--- config.mk ---
export PLATFORM = sky130hd
export DESIGN_NAME = rx_intf_pkt_framer_mc
export DESIGN_NICKNAME = d
export VERILOG_FILES = /design/src/rtl/rx_intf_pkt_framer_mc.sv
export SDC_FILE = /design/constraint.sdc
export NUM_CORES = 1
export LEC_CHECK = 0
export BUFFER_PORTS_ARGS = -buffer_cell sky130_fd_sc_hd__buf_2
export CORE_AREA = 2 2 160 162
export DETAILED_ROUTE_END_ITERATION = 8
export DIE_AREA = 0 0 162 164
export PLACE_DENSITY = 0.8
export SETUP_SLACK_MARGIN = 0.02
export SYNTH_ARGS = -nofsm -noshare
export SYNTH_HDL_FRONTEND = slang
export SYNTH_SLANG_ARGS = --single-unit
--- constraint.sdc ---
create_clock -name clk -period 9.52 [get_ports clk]
set_input_delay 1.428 -clock clk [delete_from_list [all_inputs] [get_ports clk]]
set_output_delay 1.428 -clock clk [all_outputs]
set_load 0.05 [all_outputs]
--- src/rtl/rx_intf_pkt_framer_mc.sv ---
`timescale 1ns / 1ps
// rx_intf_pkt_framer_mc
// Multi-source rx framer. It arbitrates N_SRC rx decoders at packet granularity
// (round robin), prepends a TSF word and a PHY-info word to each packet, and
// forwards the granted source's payload toward the m_axis master / S2MM DMA.
// It also applies the xpu filter verdict, recovers from a missing tlast by
// timeout, and raises a delayed rx_pkt_intr toward the PS.
//
// Build option: define RX_INTF_INTR_COALESCE_EN to coalesce DMA completion
// interrupts (count threshold coalesce_num or count_top timeout).
//
// Ports:
//   clk, rst                  clock, asynchronous active-high reset
//   sig_valid/ht_unsupport    per-source SIGNAL-decoded pulse and its disqualifier
//   pkt_len/pkt_rate/rssi_half_db  per-source packet info, latched on grant
//   gpio_status               shared gpio status, latched on grant
//   data_in/data_in_valid     per-source payload words
//   block_rx_dma_to_ps(_valid) xpu filter verdict (1 = drop) and its strobe
//   m_axis_tlast, s2mm_intr   end-of-packet seen on m_axis, DMA completion
//   tsf_runtime_val, tsf_pulse_1M  running tsf and 1 us tick
//   recover_en, timeout_top   tlast-timeout recovery enable and limit (us)
//   count_top, coalesce_num   interrupt delay (cycles), packets per interrupt
//   data_out/data_out_valid   word stream to m_axis
//   start_trans, num_dma_symbol  DMA start pulse, words in packet incl. header
//   cur_src                   source granted for the current packet
//   m_axis_rst, tlast_auto_recover  m_axis flush, fake-tlast request
//   rx_pkt_sn_plus_one        pulse per accepted packet
//   drop_cnt                  saturating count of lost sig_valid events
//   rx_pkt_intr               interrupt pulse to PS
module rx_intf_pkt_framer_mc #(
   parameter int unsigned N_SRC        = 2,
   parameter int unsigned DATA_W       = 64,
   parameter int unsigned TSF_W        = 64,
   parameter int unsigned SYM_W        = 14,
   parameter int unsigned TO_W         = 13,
   parameter int unsigned CNT_W        = 15,
   parameter int unsigned RST_HOLD_CYC = 8,
   localparam int unsigned SRC_W       = (N_SRC > 1) ? $clog2(N_SRC) : 1
) (
   input  logic                    clk,
   input  logic                    rst,
   input  logic [N_SRC-1:0]        sig_valid,
   input  logic [N_SRC-1:0]        ht_unsupport,
   input  logic [N_SRC*16-1:0]     pkt_len,
   input  logic [N_SRC*8-1:0]      pkt_rate,
   input  logic [N_SRC*11-1:0]     rssi_half_db,
   input  logic [7:0]              gpio_status,
   input  logic [N_SRC*DATA_W-1:0] data_in,
   input  logic [N_SRC-1:0]        data_in_valid,
   input  logic                    block_rx_dma_to_ps,
   input  logic                    block_rx_dma_to_ps_valid,
   input  logic                    m_axis_tlast,
   input  logic                    s2mm_intr,
   input  logic [TSF_W-1:0]        tsf_runtime_val,
   input  logic                    tsf_pulse_1M,
   input  logic                    recover_en,
   input  logic [TO_W-1:0]         timeout_top,
   input  logic [CNT_W-1:0]        count_top,
   input  logic [3:0]              coalesce_num,
   output logic [DATA_W-1:0]       data_out,
   output logic                    data_out_valid,
   output logic                    start_trans,
   output logic [SYM_W-1:0]        num_dma_symbol,
   output logic [SRC_W-1:0]        cur_src,
   output logic                    m_axis_rst,
   output logic                    tlast_auto_recover,
   output logic                    rx_pkt_sn_plus_one,
   output logic [15:0]             drop_cnt,
   output logic                    rx_pkt_intr
);

   localparam int unsigned BPW    = DATA_W / 8;
   localparam int unsigned BPW_SH = $clog2(BPW);
   localparam int unsigned HOLD_W = $clog2(RST_HOLD_CYC) + 1;

   typedef enum logic [2:0] {
      StIdle, StHdr0, StHdr1, StWaitFilter, StWaitTlast, StRstHold
   } state_e;

   state_e             state_q;
   logic [SRC_W-1:0]   rr_ptr_q;
   logic [TSF_W-1:0]   tsf_lock_q;
   logic [15:0]        len_q;
   logic [4:0]         rate_q;       // {rate[7], rate[3:0]}
   logic [10:0]        rssi_q;
   logic [7:0]         gpio_q;
   logic [TO_W-1:0]    to_q;
   logic [HOLD_W-1:0]  hold_q;

   // Per-source views of the flat input buses
   logic [DATA_W-1:0]  din_arr  [N_SRC];
   logic [15:0]        len_arr  [N_SRC];
   logic [4:0]         rate_arr [N_SRC];
   logic [10:0]        rssi_arr [N_SRC];

   for (genvar i = 0; i < N_SRC; i++) begin : g_unpack
      assign din_arr[i]  = data_in[i*DATA_W +: DATA_W];
      assign len_arr[i]  = pkt_len[i*16 +: 16];
      assign rate_arr[i] = {pkt_rate[i*8+7], pkt_rate[i*8 +: 4]};
      assign rssi_arr[i] = rssi_half_db[i*11 +: 11];
   end

   // rate[6:4] is not carried in the header
   logic unused_rate_bits;
   assign unused_rate_bits = ^pkt_rate;

   // Round-robin grant: first qualified source at or after rr_ptr
   logic [N_SRC-1:0]  q;
   logic              gnt_found;
   logic [SRC_W-1:0]  gnt_idx;
   int unsigned       rot;

   always_comb begin
      q         = sig_valid & ~ht_unsupport;
      gnt_found = 1'b0;
      gnt_idx   = '0;
      rot       = 0;
      for (int k = 0; k < N_SRC; k++) begin
         rot = (32'(rr_ptr_q) + 32'(k)) % N_SRC;
         if (!gnt_found && q[rot[SRC_W-1:0]]) begin
            gnt_found = 1'b1;
            gnt_idx   = rot[SRC_W-1:0];
         end
      end
   end

   // Every qualified event except the one granted in IDLE is a drop
   logic [2:0]  q_cnt;
   logic [2:0]  drop_inc;
   logic [16:0] drop_sum;
   logic [15:0] drop_nxt;

   always_comb begin
      q_cnt = 3'($countones(q));
      if (state_q == StIdle) drop_inc = gnt_found ? (q_cnt - 3'd1) : 3'd0;
      else                   drop_inc = q_cnt;
      drop_sum = {1'b0, drop_cnt} + 17'(drop_inc);
      drop_nxt = drop_sum[16] ? 16'hFFFF : drop_sum[15:0];
   end

   // Packet length in words, plus the two header words
   logic [16:0]       len_words;
   logic [SYM_W-1:0]  sym_nxt;
   assign len_words = ({1'b0, len_arr[gnt_idx]} + 17'(BPW - 1)) >> BPW_SH;
   assign sym_nxt   = SYM_W'(len_words + 17'd2);

   logic [52:0] hdr1_word;
   assign hdr1_word = {rate_q, len_q, 8'd0, gpio_q, 5'd0, rssi_q};

   logic timed_out;
   assign timed_out = recover_en && (to_q > timeout_top);

   always_ff @(posedge clk or posedge rst) begin
      if (rst) begin
         state_q            <= StIdle;
         rr_ptr_q           <= '0;
         tsf_lock_q         <= '0;
         len_q              <= '0;
         rate_q             <= '0;
         rssi_q             <= '0;
         gpio_q             <= '0;
         to_q               <= '0;
         hold_q             <= '0;
         data_out           <= '0;
         data_out_valid     <= 1'b0;
         start_trans        <= 1'b0;
         num_dma_symbol     <= '0;
         cur_src            <= '0;
         m_axis_rst         <= 1'b0;
         tlast_auto_recover <= 1'b0;
         rx_pkt_sn_plus_one <= 1'b0;
         drop_cnt           <= '0;
      end else begin
         start_trans        <= 1'b0;
         rx_pkt_sn_plus_one <= 1'b0;
         tlast_auto_recover <= 1'b0;
         drop_cnt           <= drop_nxt;
         if (|q) tsf_lock_q <= tsf_runtime_val;

         // Timeout ticks only while waiting on the filter or tlast
         if ((state_q == StWaitFilter || state_q == StWaitTlast) &&
             tsf_pulse_1M && (to_q != '1)) begin
            to_q <= to_q + TO_W'(1);
         end

         case (state_q)
            StIdle: begin
               data_out       <= '0;
               data_out_valid <= 1'b0;
               if (gnt_found) begin
                  cur_src        <= gnt_idx;
                  rr_ptr_q       <= (gnt_idx == SRC_W'(N_SRC - 1)) ? '0 : gnt_idx + SRC_W'(1);
                  len_q          <= len_arr[gnt_idx];
                  rate_q         <= rate_arr[gnt_idx];
                  rssi_q         <= rssi_arr[gnt_idx];
                  gpio_q         <= gpio_status;
                  num_dma_symbol <= sym_nxt;
                  to_q           <= '0;
                  state_q        <= StHdr0;
               end
            end
            StHdr0: begin
               data_out       <= DATA_W'(tsf_lock_q);
               data_out_valid <= 1'b1;
               state_q        <= StHdr1;
            end
            StHdr1: begin
               data_out       <= DATA_W'(hdr1_word);
               data_out_valid <= 1'b1;
               state_q        <= StWaitFilter;
            end
            StWaitFilter, StWaitTlast: begin
               // Timeout outranks both the verdict and tlast
               if (timed_out) begin
                  tlast_auto_recover <= 1'b1;
                  m_axis_rst         <= 1'b1;
                  data_out           <= '0;
                  data_out_valid     <= 1'b0;
                  num_dma_symbol     <= '0;
                  hold_q             <= '0;
                  state_q            <= StRstHold;
               end else if (state_q == StWaitFilter && block_rx_dma_to_ps_valid &&
                            block_rx_dma_to_ps) begin
                  m_axis_rst     <= 1'b1;
                  data_out       <= '0;
                  data_out_valid <= 1'b0;
                  num_dma_symbol <= '0;
                  hold_q         <= '0;
                  state_q        <= StRstHold;
               end else if (state_q == StWaitTlast && m_axis_tlast) begin
                  data_out       <= '0;
                  data_out_valid <= 1'b0;
                  state_q        <= StIdle;
               end else begin
                  data_out       <= din_arr[cur_src];
                  data_out_valid <= data_in_valid[cur_src];
                  if (state_q == StWaitFilter && block_rx_dma_to_ps_valid) begin
                     start_trans        <= 1'b1;
                     rx_pkt_sn_plus_one <= 1'b1;
                     to_q               <= '0;
                     state_q            <= StWaitTlast;
                  end
               end
            end
            StRstHold: begin
               data_out       <= '0;
               data_out_valid <= 1'b0;
               num_dma_symbol <= '0;
               if (hold_q == HOLD_W'(RST_HOLD_CYC - 1)) begin
                  m_axis_rst <= 1'b0;
                  state_q    <= StIdle;
               end else begin
                  hold_q <= hold_q + HOLD_W'(1);
               end
            end
            default: state_q <= StIdle;
         endcase
      end
   end

   // Interrupt generation
   logic [CNT_W-1:0] icnt_q;

`ifdef RX_INTF_INTR_COALESCE_EN
   logic [4:0] pend_q;
   logic [4:0] pend_sum;
   logic [4:0] thr;
   logic       fire_to;
   logic       fire_num;

   always_comb begin
      thr      = (coalesce_num == 4'd0) ? 5'd1 : {1'b0, coalesce_num};
      pend_sum = pend_q + 5'(s2mm_intr);
      fire_to  = (pend_q != 5'd0) && (icnt_q == count_top);
      fire_num = s2mm_intr && (pend_sum >= thr);
   end

   always_ff @(posedge clk or posedge rst) begin
      if (rst) begin
         pend_q      <= '0;
         icnt_q      <= '0;
         rx_pkt_intr <= 1'b0;
      end else begin
         rx_pkt_intr <= 1'b0;
         if (fire_to) begin
            // A coincident completion opens the next batch
            rx_pkt_intr <= 1'b1;
            pend_q      <= 5'(s2mm_intr);
            icnt_q      <= '0;
         end else if (fire_num) begin
            rx_pkt_intr <= 1'b1;
            pend_q      <= '0;
            icnt_q      <= '0;
         end else if (pend_q != 5'd0) begin
            pend_q <= pend_sum;
            icnt_q <= icnt_q + CNT_W'(1);
         end else if (s2mm_intr) begin
            pend_q <= 5'd1;
            icnt_q <= '0;
         end
      end
   end
`else
   logic armed_q;
   logic unused_coalesce;
   assign unused_coalesce = ^coalesce_num;

   always_ff @(posedge clk or posedge rst) begin
      if (rst) begin
         armed_q     <= 1'b0;
         icnt_q      <= '0;
         rx_pkt_intr <= 1'b0;
      end else begin
         rx_pkt_intr <= 1'b0;
         if (armed_q) begin
            // Completions while armed ride on the pending pulse
            if (icnt_q == count_top) begin
               rx_pkt_intr <= 1'b1;
               armed_q     <= 1'b0;
            end else begin
               icnt_q <= icnt_q + CNT_W'(1);
            end
         end else if (s2mm_intr) begin
            armed_q <= 1'b1;
            icnt_q  <= '0;
         end
      end
   end
`endif

endmodule

* After elaboration in Yosys (flattened, before gate mapping)
Index checks and enable logic that the tools add are counted.
Cells by class: add/subtract/negate cells 10, equal/unequal tests 14, multipliers 0, magnitude comparators 6, reduce and logical (&&, ||, !) cells 25, shifts and indexed selects 0, div/mod/pow operators 0, bitwise gates (word level) 4, multiplexer cells 75
Operators by type and width (count):
- 64-bit 2-to-1 mux | 6
- 64-bit one-hot mux with 4 select lines | 1
- 13-bit 2-to-1 mux | 6
- 16-bit 2-to-1 mux | 4
- 15-bit 2-to-1 mux | 3
- 14-bit 2-to-1 mux | 3
- 14-bit one-hot mux with 3 select lines | 1
- 11-bit 2-to-1 mux | 3
- 1-bit 2-to-1 mux | 29
- 13-bit one-hot mux with 2 select lines | 1
- 3-bit 2-to-1 mux | 8
- 16-bit by 3-bit adder with 17-bit output | 1
- 16-bit by 3-bit adder with 17-bit output, second input constant | 1
- 15-bit by 1-bit adder with 15-bit output, second input constant | 1
- 15-bit equality test | 1
- 5-bit 2-to-1 mux | 3
- 3-bit one-hot mux with 5 select lines | 1
- 14-bit by 2-bit adder with 14-bit output, second input constant | 1
- 13-bit by 1-bit adder with 13-bit output, second input constant | 1
- 13-bit greater-than comparator | 1
- 13-bit inequality test, second input constant | 1
- 4-bit 2-to-1 mux | 3
- 3-bit AND reduction | 4
- 2-bit inequality test, second input constant | 4
- other kinds (27) | 46
Word-level totals: logic and storage cells 154, output and inout port bits 101, memories 0, bits in read-only memories 0, bits in latches 0, input bits 316, register bits 241, bits in writable memories 0

* Logic depth before layout (Yosys ltp)
Gate-level depths: netlist (run 1).
depth in word-level cells 16, depth in mapped cells 15, depth with buffers taken out 13

* Worst setup path after synthesis (run 1)
No wires, ideal clock.
kind input-to-reg, from in ht_unsupport[1], to reg num_dma_symbol[11], buffers on the path 4, data arrival time 4.048 ns, data required time 9.399 ns, setup slack 5.351 ns, stages on the path 13, library setup time 0.121 ns, cells stage by stage nand2b_1 buf_2 nor2_2 buf_2 clkbuf_1 clkbuf_1 nand2_1 o21ai_0 ha_1 o21ai_0 or4_4 a22o_1 a22o_1
Between the ends: word-level cells in the longest chain between the ends 16, elaborated cells between the ends (all ways) 22, those cells by class add/sub: 2; eq/ne: 1; mux: 13; bitwise: 3; reduce/logical: 3
Ends and longest elaborated chain:
- start: declaration | line 43 | input logic [N_SRC-1:0] ht_unsupport,
- 2-bit inverter * | line 114 | q = sig_valid & ~ht_unsupport;
- 2-bit AND * | line 114
- 1-bit 2-to-1 mux (implied by the code) (2 in a row) | line 120 | if (!gnt_found && q[rot[SRC_W-1:0]]) begin
- 1-bit 2-to-1 mux | line 120
- 1-bit logical NOT | line 120
- 1-bit logical AND | line 120
- 1-bit 2-to-1 mux | line 120
- 1-bit inverter with 2-bit output (implied by the code) | line 144 | assign len_words = ({1'b0, len_arr[gnt_idx]} + 17'(BPW - 1)) >> BPW_SH;
- 16-bit 2-to-1 mux (implied by the code) (3 in a row) | line 144
- 16-bit by 3-bit adder with 17-bit output | line 144
- 14-bit by 2-bit adder with 14-bit output | line 145 | assign sym_nxt = SYM_W'(len_words + 17'd2);
- 14-bit 2-to-1 mux | line 190 | if (gnt_found) begin
- 14-bit one-hot mux with 3 select lines | line 186 | case (state_q)
- end signal: assignment | line 197 | num_dma_symbol <= sym_nxt;
- end: declaration | line 63 | output logic [SYM_W-1:0] num_dma_symbol,
Mark *: on every way between the ends. The rest lies on a longest branch, timed or not. The select of a mux whose other input is x is not followed. A chain may end at the register's enable or synchronous reset.

* Worst setup path in the final report (run 1)
from in ht_unsupport[1], to reg drop_cnt[6]
Between the ends: word-level cells in the longest chain between the ends 12, elaborated cells between the ends (all ways) 16, those cells by class add/sub: 3; mux: 9; bitwise: 2; reduce/logical: 2
Ends and longest elaborated chain:
- 2-bit inverter * | line 114
- 2-bit AND * | line 114
- 1-bit 2-to-1 mux (implied by the code) (2 in a row) | line 120
- 1-bit 2-to-1 mux | line 120
- 1-bit logical NOT | line 120
- 1-bit logical AND | line 120
- 1-bit 2-to-1 mux | line 120
- 3-bit 2-to-1 mux | line 135 | if (state_q == StIdle) drop_inc = gnt_found ? (q_cnt - 3'd1) : 3'd0;
- 3-bit 2-to-1 mux * | line 135
- 16-bit by 3-bit adder with 17-bit output * | line 137 | drop_sum = {1'b0, drop_cnt} + 17'(drop_inc);
- 16-bit 2-to-1 mux * | line 138 | drop_nxt = drop_sum[16] ? 16'hFFFF : drop_sum[15:0];
- named net drop_nxt[6] | line 131 | logic [15:0] drop_nxt;
- end signal: assignment | line 177 | drop_cnt <= drop_nxt;
- end: declaration | line 68 | output logic [15:0] drop_cnt,
The timed path passes the listed nets; every way through them passes the cells marked *. The select of a mux whose other input is x is not followed.

==> results of run 1 <==
[cell type report]
cell class | count | area (µm²) | area share (%)
multi-input cells | 876 | 6040 | 38.7
flip-flops and latches | 241 | 6030 | 38.6
repair buffers | 414 | 2090 | 13.4
clock buffers | 37 | 753 | 4.82
well taps | 330 | 413 | 2.64
clock inverters | 11 | 134 | 0.857
inverters | 31 | 124 | 0.793
diodes | 14 | 35.0 | 0.224
[flip-flops by register name, summed over array words and instances, names as in the netlist, 3 cells and up]
name	flops
data_out	64
tsf_lock_q	64
drop_cnt	16
len_q	16
icnt_q	15
num_dma_symbol	14
to_q	13
rssi_q	11
gpio_q	8
rate_q	5
hold_q	4
state_q	3
[layout by cell type, fill, tap and decap left out, drive strengths merged, types with 3 or more instances in the layout]
master	count
bufinv	3
nand3	25
diode	14
nor2b	4
xnor2	41
a21oi	52
nor3b	4
inv	32
dfrtp	241
a31oi	30
nor3	11
o211ai	4
nand2	131
o31ai	5
nand2b	6
a22o	4
o21ai	23
and4	3
a21o	5
o22ai	43
ha	22
mux2	131
and3	12
nand4	11
xor2	26
or3	5
nor4	8
a211oi	4
a221oi	40
clkinv	7
clkbuf	37
and2	4
a22oi	24
mux2i	13
buf	414
nor2	153
o41ai	4
[worst min-delay path by stage]
stage / endpoint
6_report: num_dma_symbol[0]$_DFFE_PP0P_
2_1_floorplan: gpio_q[0]$_DFFE_PP0P_
3_3_place_gp: num_dma_symbol[4]$_DFFE_PP0P_
4_1_cts: num_dma_symbol[0]$_DFFE_PP0P_
5_1_grt: num_dma_symbol[1]$_DFFE_PP0P_
3_5_place_dp: num_dma_symbol[0]$_DFFE_PP0P_
[through the flow]
step	power [mW]	utilization, %
after global placement	3.61	59.3
after CTS	4.72	62.8
after detailed placement	3.67	59.3
after global routing	4.96	63.0
final	4.70	63.0
after floorplan	3.08	-
[cells by family (layout without fill, tap and decap cells)]
group                    after synthesis  after routing  share of synthesized area, %
multiplexers                         144            144                          12.9
AO/OA/AOI/OAI                        256            256                          14.2
flip-flops                           241            241                          48.5
XOR/XNOR                              67             67                          4.78
AND/OR/NAND/NOR                      386            386                          13.8
other                                  0             14                             0
adder cells (fa/ha/maj)               23             23                          2.37
buffers and inverters                106            493                          3.40
[report_power, final]
part	total [mW]	leakage, nW	internal (mW)	switching, mW
sequential	1.60	2.96	1.35	0.247
combinational	2.06	4.12	0.662	1.40
clock	1.04	0.443	0.632	0.409
[layer usage]
layer / routed length (µm) / vias up / part of all wire, % / GRT usage, %
li1: - / 5148 / - / -
met5: 16 / - / 0.042 / 0
met3: 3220 / 92 / 8.4 / 5.96
met1: 14200 / 5414 / 37 / 32.6
met4: 1900 / 2 / 5.0 / 14.6
met2: 19000 / 517 / 50 / 48.3
[tightest hold or removal path: stages (launching register included)]
cell and delay (ns):
dfrtp_1 0.33, nand2_1 0.05, o41ai_1 0.05
==> impl_metrics.ini, run 1 <==
[status]
status = finished clean

[placement]
pre_cts_ws_ns = 4.44
placed_cells = 1892
dpl.hpwl_um = 27500
place.gp.congestion = 0.935
io_buffer_count = 406
place_area_um2 = 14700

[yosys]
synth_top_area_share_pct = 48.5
yosysMostFrequentCell = dfrtp_1
synth_area_leaders = dfrtp_1 (48%), mux2_2 (12%), nor2_1 (4.6%), nand2_1 (3.9%), a221oi_1 (2.8%)
synth_top_area_cell = dfrtp_1
yosys_warnings = 0
synth_nets = 1562
netlist_area_um2 = 12400
netlist_instances = 1223
ys_seq_area_share_pct = 48.5
ys.flop_type = dfrtp_1
ys_types = 72
synth-seq-cells = 241
synth_edf_count = 0
synth_area_per_cell_um2 = 10.2
synthTopCellsByCount = dfrtp_1 (241), nor2_1 (152), mux2_2 (130), nand2_1 (130), clkbuf_1 (57)
synthArstFlopShare_pct = 100

[critical_path]
cp.arrival_ns = 4.96
cp.depth = 12
crit_start = ht_unsupport[1]
crit_family = compound AO/OA/AOI/OAI gates
crit_path_start_kind = input port
critical-path-max-stage-delay_ns = 0.88
reg2reg_depth = 12
critPathBufInv = 1
worstPathRequired_ns = 9.89
cp_max_fo = 24
r2r_start = state_q[0]$_DFFE_PP0P_
path_cells = buf_2, nand2b_1, a21o_1, o21ai_0, ha_1, fa_1, a21oi_1, nor2_1, nand2_1, nor2_1, nand3_1, o21ai_0
reg2reg_slack_ns = 5.35
end_kind = flop
cp-endpoint = drop_cnt[6]$_DFF_PP0_
r2r-end = drop_cnt[6]$_DFF_PP0_
crit_path_top_delay_cell = a21o_1
critPathKind = in2reg

[timing]
grt_setup_unrepaired = false
finalSetupViolCount = 0
worst_pin_slew_ns = 1.12
worst_slew_margin_rel_pct = 25.4
finClkSkew_ns = 0.0177
drv_slew = 0
min_period_ns = 4.60
fmax_mhz = 218
finalSetupTns_ns = 0
finalCritPeriodShare_pct = 48.3
finalHoldViolCount = 0
fin_hold_ws_ns = 0.471
fin_ws_ns = 4.92

[clocking]
clkTransAtPathRegs_ns = 0.06
cts_root_buffer = clkbuf_16
tritoncts = done
numCtsBuffers = 27
insertion_delay_ns = 0.53
post_cts_buffers = 0
htreeDepth = 1
hold_buffers = 0
cts.sinks = 241
clockBufferDepth = 3
cts_resized = 0

[global_route]
grt_pass1_wl_um = 57700
grt_max_degree = 110
overflow = 0
track_usage_pct = 27.8
antenna_found_initial = 14
grt_pass1_vias = 11000

[cells_and_area]
stdcell_area_um2 = 15600
fin_nets = 1930
finalNonFillerCells = 1954
fill_cells = 2013
synthToLayoutAreaGrowth_pct = 25.6
drive_above_1_share_pct = 37.9

[drt]
drt-total-wl_um = 38400
remaining_drc_errors = 0
antenna_left = 0
drtPass1Iterations = 5
routedWlPerCell_um = 19.6
via_per_inst = 5.72
num_vias = 11200
drtIter0Drc = 793

[min_path]
hold_class = reg2reg
hp-start = num_dma_symbol[0]$_DFFE_PP0P_
hold_depth = 2

[floorplanning]
die_x_um = 162
die_area_um2 = 26600
num_rows = 58
ios = 417
start_util_pct = 50.1
core_um2 = 24800
die-height_um = 164

[power]
p_leak_nw = 7.53
cellPowerDensity_nw_per_um2 = 301
max-vdd-ir-drop_uv = 237

[job]
maxCapViolations = 0
Power figures use the tool's default switching activity.
==> inputs of run 2 (changes only) <==
- ABC_AREA: not set -> 1
- CORE_AREA: 2 2 160 162 -> not set
- CORE_MARGIN: not set -> 1.5
- CORE_UTILIZATION: not set -> 47
- DIE_AREA: 0 0 162 164 -> not set
- PLACE_DENSITY: 0.8 -> 0.77
- clock period: 9.52 -> 3.75 ns (I/O delays scaled with it)
==> run 2 against run 1 <==
  * Non-clock buffer count grew 14
  * Sequential power grew 150%
  * Register-to-register slack lost 4.9 ns
  * Via count grew 21%
  * Cell count grew 33%
  * Sequential share of layout area shrank 2.8 points
  * Power grew to 2.8 times the previous value
  * Global-route usage grew 0.28 points
  * Combinational power grew to 3.0 times the previous value
  * Clock skew grew 0.0024 ns
  * Sequential cell count is the same
  * Critical path depth grew 3
  * Largest cell class unchanged
  * Largest power group unchanged
==> impl_metrics.ini, run 2 <==
[status]
status = finished clean

[power]
p_leak_nw = 8.96
p_switching_mw = 6.19
p_int_mw = 6.87
p_comb_share_pct = 47.5
cellPowerDensity_nw_per_um2 = 777
max-vdd-ir-drop_uv = 529
seq_power_share_pct = 30.3
swShare_pct = 47.4
clkPwrFrac_pct = 22.2
p_total_mw = 13.1

[clocking]
clkTransAtPathRegs_ns = 0.06
htreeDepth = 1
cts_resized = 0
hold_buffers = 0
insertion_delay_ns = 0.55
cts.sinks = 241
cts_root_buffer = clkbuf_16
clockBufferDepth = 3
tritoncts = done
post_cts_buffers = 0
numCtsBuffers = 28

[critical_path]
cp.arrival_ns = 3.75
reg2reg_depth = 15
worstPathRequired_ns = 4.17
r2r-end = drop_cnt[10]$_DFF_PP0_
critical-path-max-stage-delay_ns = 0.48
end_kind = flop
crit_path_start_kind = flop
critPathKind = reg2reg
cp_max_fo = 8
cp.depth = 15
critPathBufInv = 3
r2r_start = state_q[2]$_DFFE_PP0P_
crit_path_top_delay_cell = dfrtp_1
path_common_cell = inv_1
crit_family = simple AND/OR/NAND/NOR gates
path_cells = nor2_1, inv_1, nor2_1, inv_1, nand2_1, o21ai_0, ha_1, fa_1, a21oi_1, nor4_1, nand2_1, inv_1, nand3_1, o21ai_0, a21o_1
reg2reg_slack_ns = 0.42

[yosys]
synth_top_area_share_pct = 44.9
netlist_instances = 1809
synth_edf_count = 0
synth_top_family_by_area = simple AND/OR/NAND/NOR gates
synth_area_per_cell_um2 = 7.42
synth_top_area_cell = dfrtp_1
yosys_warnings = 0
ys.flop_type = dfrtp_1
synth_nets = 2148
netlist_area_um2 = 13400
synth_xor_area_share_pct = 1.24
ys_seq_area_share_pct = 44.9
synthTopCellsByCount = nand2_1 (556), dfrtp_1 (241), o21ai_0 (215)
synth-compound-area-share_pct = 11.9
synth-simple-area-share_pct = 32.3
synth-seq-cells = 241
synthArstFlopShare_pct = 100
synthAdderAreaFrac_pct = 2.20
yosysMostFrequentCell = nand2_1
ys_types = 50
synth_area_leaders = dfrtp_1 (45%), nand2_1 (16%), o21ai_0 (8.0%), nor2_1 (4.6%), inv_1 (4.3%)
muxShareOfSynthArea_pct = 0.0746

[cells_and_area]
top_regs = data_out: 64 flops, tsf_lock_q: 64 flops
stdcell_area_um2 = 16800
synthToLayoutAreaGrowth_pct = 25.4
final_common_cell = nand2_1
drive_above_1_share_pct = 27.3
most-common-layout-cells = nand2_1 (553), buf_2 (406), dfrtp_1 (240), o21ai_0 (215), nor2_1 (163)
fin_nets = 2526
fill_cells = 2552

[timing]
worst_slew_margin_rel_pct = 28.6
drv_slew = 0
finalSetupViolCount = 0
fin_ws_ns = 0.421
fin_hold_ws_ns = 0.130
min_period_ns = 3.33
finClkSkew_ns = 0.0201
fmax_mhz = 300
worst_pin_slew_ns = 1.07
finalSetupTns_ns = 0
finalCritPeriodShare_pct = 88.8
grt_setup_unrepaired = false
finalHoldViolCount = 0

[min_path]
hold_class = in2async

[placement]
io_buffer_count = 406
place_area_um2 = 15800
place.gp.congestion = 0.902
pre_cts_ws_ns = 0.389
dpl.hpwl_um = 31300

[floorplanning]
start_util_pct = 48.0
core_um2 = 27900
die_area_um2 = 29600
ios = 417
die-height_um = 172
num_rows = 61
die_x_um = 172

[drt]
drt-total-wl_um = 42300
routedWlPerCell_um = 16.3
antenna_left = 0
drtIter0Drc = 1085
remaining_drc_errors = 0
drtPass1Iterations = 5
via_per_inst = 5.22
num_vias = 13600

[global_route]
antenna_found_initial = 6
overflow = 0
grt_pass1_wl_um = 65400
track_usage_pct = 28.1
grt_max_degree = 68
grt_pass1_vias = 12700

[job]
maxCapViolations = 0
[run 2: area by class of cell]
class                   instances  area (µm²)  area share (%)
diodes                          7        17.5           0.104
multi-input cells            1320        6430            38.2
inverters                     168         634            3.77
well taps                     378         473            2.81
clock inverters                12         149           0.885
repair buffers                428        2230            13.3
flip-flops and latches        241        6030            35.9
clock buffers                  40         857            5.09
[run 2: kinds of logic after synthesis]
| logic type | after synthesis |
|---|---|
| xor gates and xnor gates | 19 |
| and+or+nand+nor | 985 |
| buffers and inverters | 248 |
| DFF | 241 |
| muxes | 1 |
| adders and majority gates | 23 |
| AOI/OAI and AO/OA | 292 |
[run 2: power by group through the flow]
| stage | Sequential, mW | Combinational [mW] | Clock [mW] |
|---|---|---|---|
| CTS | 3.94 | 6.21 | 2.95 |
| global placement | 3.95 | 6.03 | 0 |
| detailed placement | 3.97 | 6.17 | 0 |
| floorplan | 5.25 | 3.01 | 0 |
| finish | 3.95 | 6.21 | 2.91 |
| global route | 4.04 | 6.80 | 3.08 |
[run 2: worst max path at each step]
stage,start,end,slack (ns)
detailed placement,sig_valid[1],drop_cnt[10]$_DFF_PP0_,0.39
floorplan,rst,armed_q$_DFF_PP0_,0.03
finish,state_q[2]$_DFFE_PP0P_,drop_cnt[10]$_DFF_PP0_,0.42
global route,state_q[2]$_DFFE_PP0P_,drop_cnt[10]$_DFF_PP0_,0.16
global placement,sig_valid[1],drop_cnt[10]$_DFF_PP0_,0.47
CTS,state_q[2]$_DFFE_PP0P_,drop_cnt[10]$_DFF_PP0_,0.44
[run 2: worst reg2reg max path: stages, from the launching register on]
cell     delay (ns)
dfrtp_1        0.48
nor2_1         0.24
inv_1          0.12
nor2_1         0.22
inv_1          0.15
nand2_1        0.08
o21ai_0        0.11
ha_1           0.23
fa_1           0.40
a21oi_1        0.32
nor4_1         0.13
nand2_1        0.11
inv_1          0.07
nand3_1        0.24
o21ai_0        0.15
a21o_1         0.17
[run 2: per-stage QoR]
stage               utilization (%)  std cells
finish                         60.2       2594
global route                   60.2       2592
floorplan                         -       1809
CTS                            60.2       2587
global placement               56.6       2535
detailed placement             56.6       2535
[run 2: routing by layer]
layer	vias up	part of all wire (%)	global-route usage [%]	wire length, µm
met5	-	0	0	0
met4	0	2.3	8.17	980
met3	74	6.2	3.80	2640
met2	512	47	46.5	20000
met1	6389	44	38.6	18700
li1	6577	-	-	-
==> inputs of run 3 (changes only) <==
- PLACE_DENSITY: 0.77 -> not set
- PLACE_DENSITY_LB_ADDON: not set -> 0.3
==> run 3 against run 2 <==
  * Global-route usage rose by 0.58 points
  * Largest cell class unchanged
  * Critical endpoint unchanged
  * Via count fell by 0.36%
  * Die area is the same
==> impl_metrics.ini, run 3 (synthesized netlist as in run 2, its figures left out) <==
[cells_and_area]
synthToLayoutAreaGrowth_pct = 25.1
fill_cells = 2677
seq_area_um2 = 6030
fin_nets = 2532
multi_input_area_um2 = 6430
top_regs = data_out: 64 flops, tsf_lock_q: 64 flops
post-route-util_pct = 60.1
drive_above_1_share_pct = 27.5
most-common-layout-cells = nand2_1 (553), buf_2 (406), dfrtp_1 (240), o21ai_0 (215), nor2_1 (163)
final_common_cell = nand2_1

[min_path]
hold_class = in2async

[placement]
place.gp.congestion = 0.915
io_buffer_count = 406
dpl.hpwl_um = 32000

[global_route]
grt_pass1_wl_um = 66100
grt_max_degree = 68
track_usage_pct = 28.7
overflow = 0
antenna_found_initial = 4
grt_pass1_vias = 12500

[clocking]
cts_resized = 0
hold_buffers = 0
numCtsBuffers = 27
tritoncts = done
clkTransAtPathRegs_ns = 0.06
htreeDepth = 1
insertion_delay_ns = 0.55
clockBufferDepth = 3
post_cts_buffers = 0
cts_root_buffer = clkbuf_16
cts.sinks = 241

[timing]
finClkSkew_ns = 0.0268
grt_setup_unrepaired = false
finalHoldViolCount = 0
fmax_mhz = 299
min_period_ns = 3.34
finalSetupTns_ns = 0
drv_slew = 0
finalCritPeriodShare_pct = 89.1
finalSetupViolCount = 0
worst_pin_slew_ns = 0.916
worst_slew_margin_rel_pct = 38.5

[critical_path]
reg2reg_slack_ns = 0.41
critPathKind = reg2reg
crit_path_top_delay_cell = dfrtp_1
critical-path-max-stage-delay_ns = 0.48
r2r_start = state_q[2]$_DFFE_PP0P_
r2r-end = drop_cnt[10]$_DFF_PP0_
reg2reg_depth = 15
cp_max_fo = 8
cp.arrival_ns = 3.78
crit_path_start_kind = flop
path_common_cell = inv_1
path_cells = nor2_1, inv_1, nor2_1, inv_1, nand2_1, o21ai_0, ha_1, fa_1, a21oi_1, nor4_1, nand2_1, inv_1, nand3_1, o21ai_0, a21o_1
worstPathRequired_ns = 4.19
end_kind = flop

[floorplanning]
die_area_um2 = 29600
start_util_pct = 48.0
core_um2 = 27900
num_rows = 61
ios = 417
die-height_um = 172
die_x_um = 172

[drt]
drtPass1Iterations = 7
drtIter0Drc = 985
antenna_left = 0
num_vias = 13500
drt-total-wl_um = 43300
routedWlPerCell_um = 16.7
via_per_inst = 5.20
remaining_drc_errors = 0

[status]
status = finished clean

[power]
p_leak_nw = 8.95
cellPowerDensity_nw_per_um2 = 773
max-vdd-ir-drop_uv = 472

[job]
maxCapViolations = 0
-- run 3: changes by cell type in the layout (fill, tap and decap cells not counted), sizes merged --
cell    delta
buf        +7
clkbuf     -5
clkinv     +4
diode      -4
inv        -1
-- run 3: worst max-delay path: cells and delay by family, from the launching register on --
| kind | cells | cell delay, ns |
|---|---|---|
| flops | 1 | 0.48 |
| compound gates | 4 | 0.70 |
| fa+ha+maj | 2 | 0.62 |
| simple gates | 6 | 1.07 |
| buf+inv | 3 | 0.36 |
-- run 3: how the worst max path moves through the flow --
stage                                      start                      to  slack [ns]  depth (start not counted)
after floorplan                              rst       armed_q$_DFF_PP0_        0.03                          1
after global placement    state_q[2]$_DFFE_PP0P_  drop_cnt[10]$_DFF_PP0_        0.50                         15
after detailed placement  state_q[2]$_DFFE_PP0P_  drop_cnt[10]$_DFF_PP0_        0.46                         15
after CTS                 state_q[2]$_DFFE_PP0P_  drop_cnt[10]$_DFF_PP0_        0.44                         15
after global routing      state_q[2]$_DFFE_PP0P_  drop_cnt[10]$_DFF_PP0_        0.14                         15
final                     state_q[2]$_DFFE_PP0P_  drop_cnt[10]$_DFF_PP0_        0.41                         15
-- run 3: power by group --
part | switching, mW | internal [mW] | total (mW)
Sequential | 0.562 | 3.43 | 3.99
Combinational | 4.54 | 1.67 | 6.21
Clock | 1.11 | 1.65 | 2.76
-- run 3: routing by layer --
| metal | vias up | wire (µm) | global-route usage, % | part of all wire [%] |
|---|---|---|---|---|
| li1 | 6580 | - | - | - |
| met1 | 6309 | 19200 | 40.0 | 44 |
| met2 | 520 | 20200 | 46.5 | 47 |
| met3 | 92 | 2560 | 3.41 | 5.9 |
| met4 | 2 | 1300 | 9.57 | 3.0 |
| met5 | - | 13 | 0 | 0.030 |
-- run 3: area by class of cell --
cell class                      count  area share [%]
Antenna cell                        3          0.0447
Timing Repair Buffer              435            13.6
Tap cell                          378            2.82
Clock buffer                       35            4.56
Sequential cell                   241            35.9
Inverter                          168            3.79
Clock inverter                     15            1.01
Multi-Input combinational cell   1320            38.3
-- run 3: metrics by stage --
| step | power (mW) | cells | cell area (µm²) | setup slack, ns | hold WS [ns] |
|---|---|---|---|---|---|
| CTS | 13.0 | 2592 | 16800 | 0.444 | 0.195 |
| finish | 13.0 | 2595 | 16800 | 0.409 | 0.198 |
| global route | 13.8 | 2595 | 16800 | 0.140 | 0.209 |
| floorplan | 8.26 | 1809 | 13400 | 0.0257 | 0.446 |
| detailed placement | 10.2 | 2542 | 15800 | 0.460 | 0.460 |
| global placement | 10.1 | 2542 | 15800 | 0.499 | 0.458 |
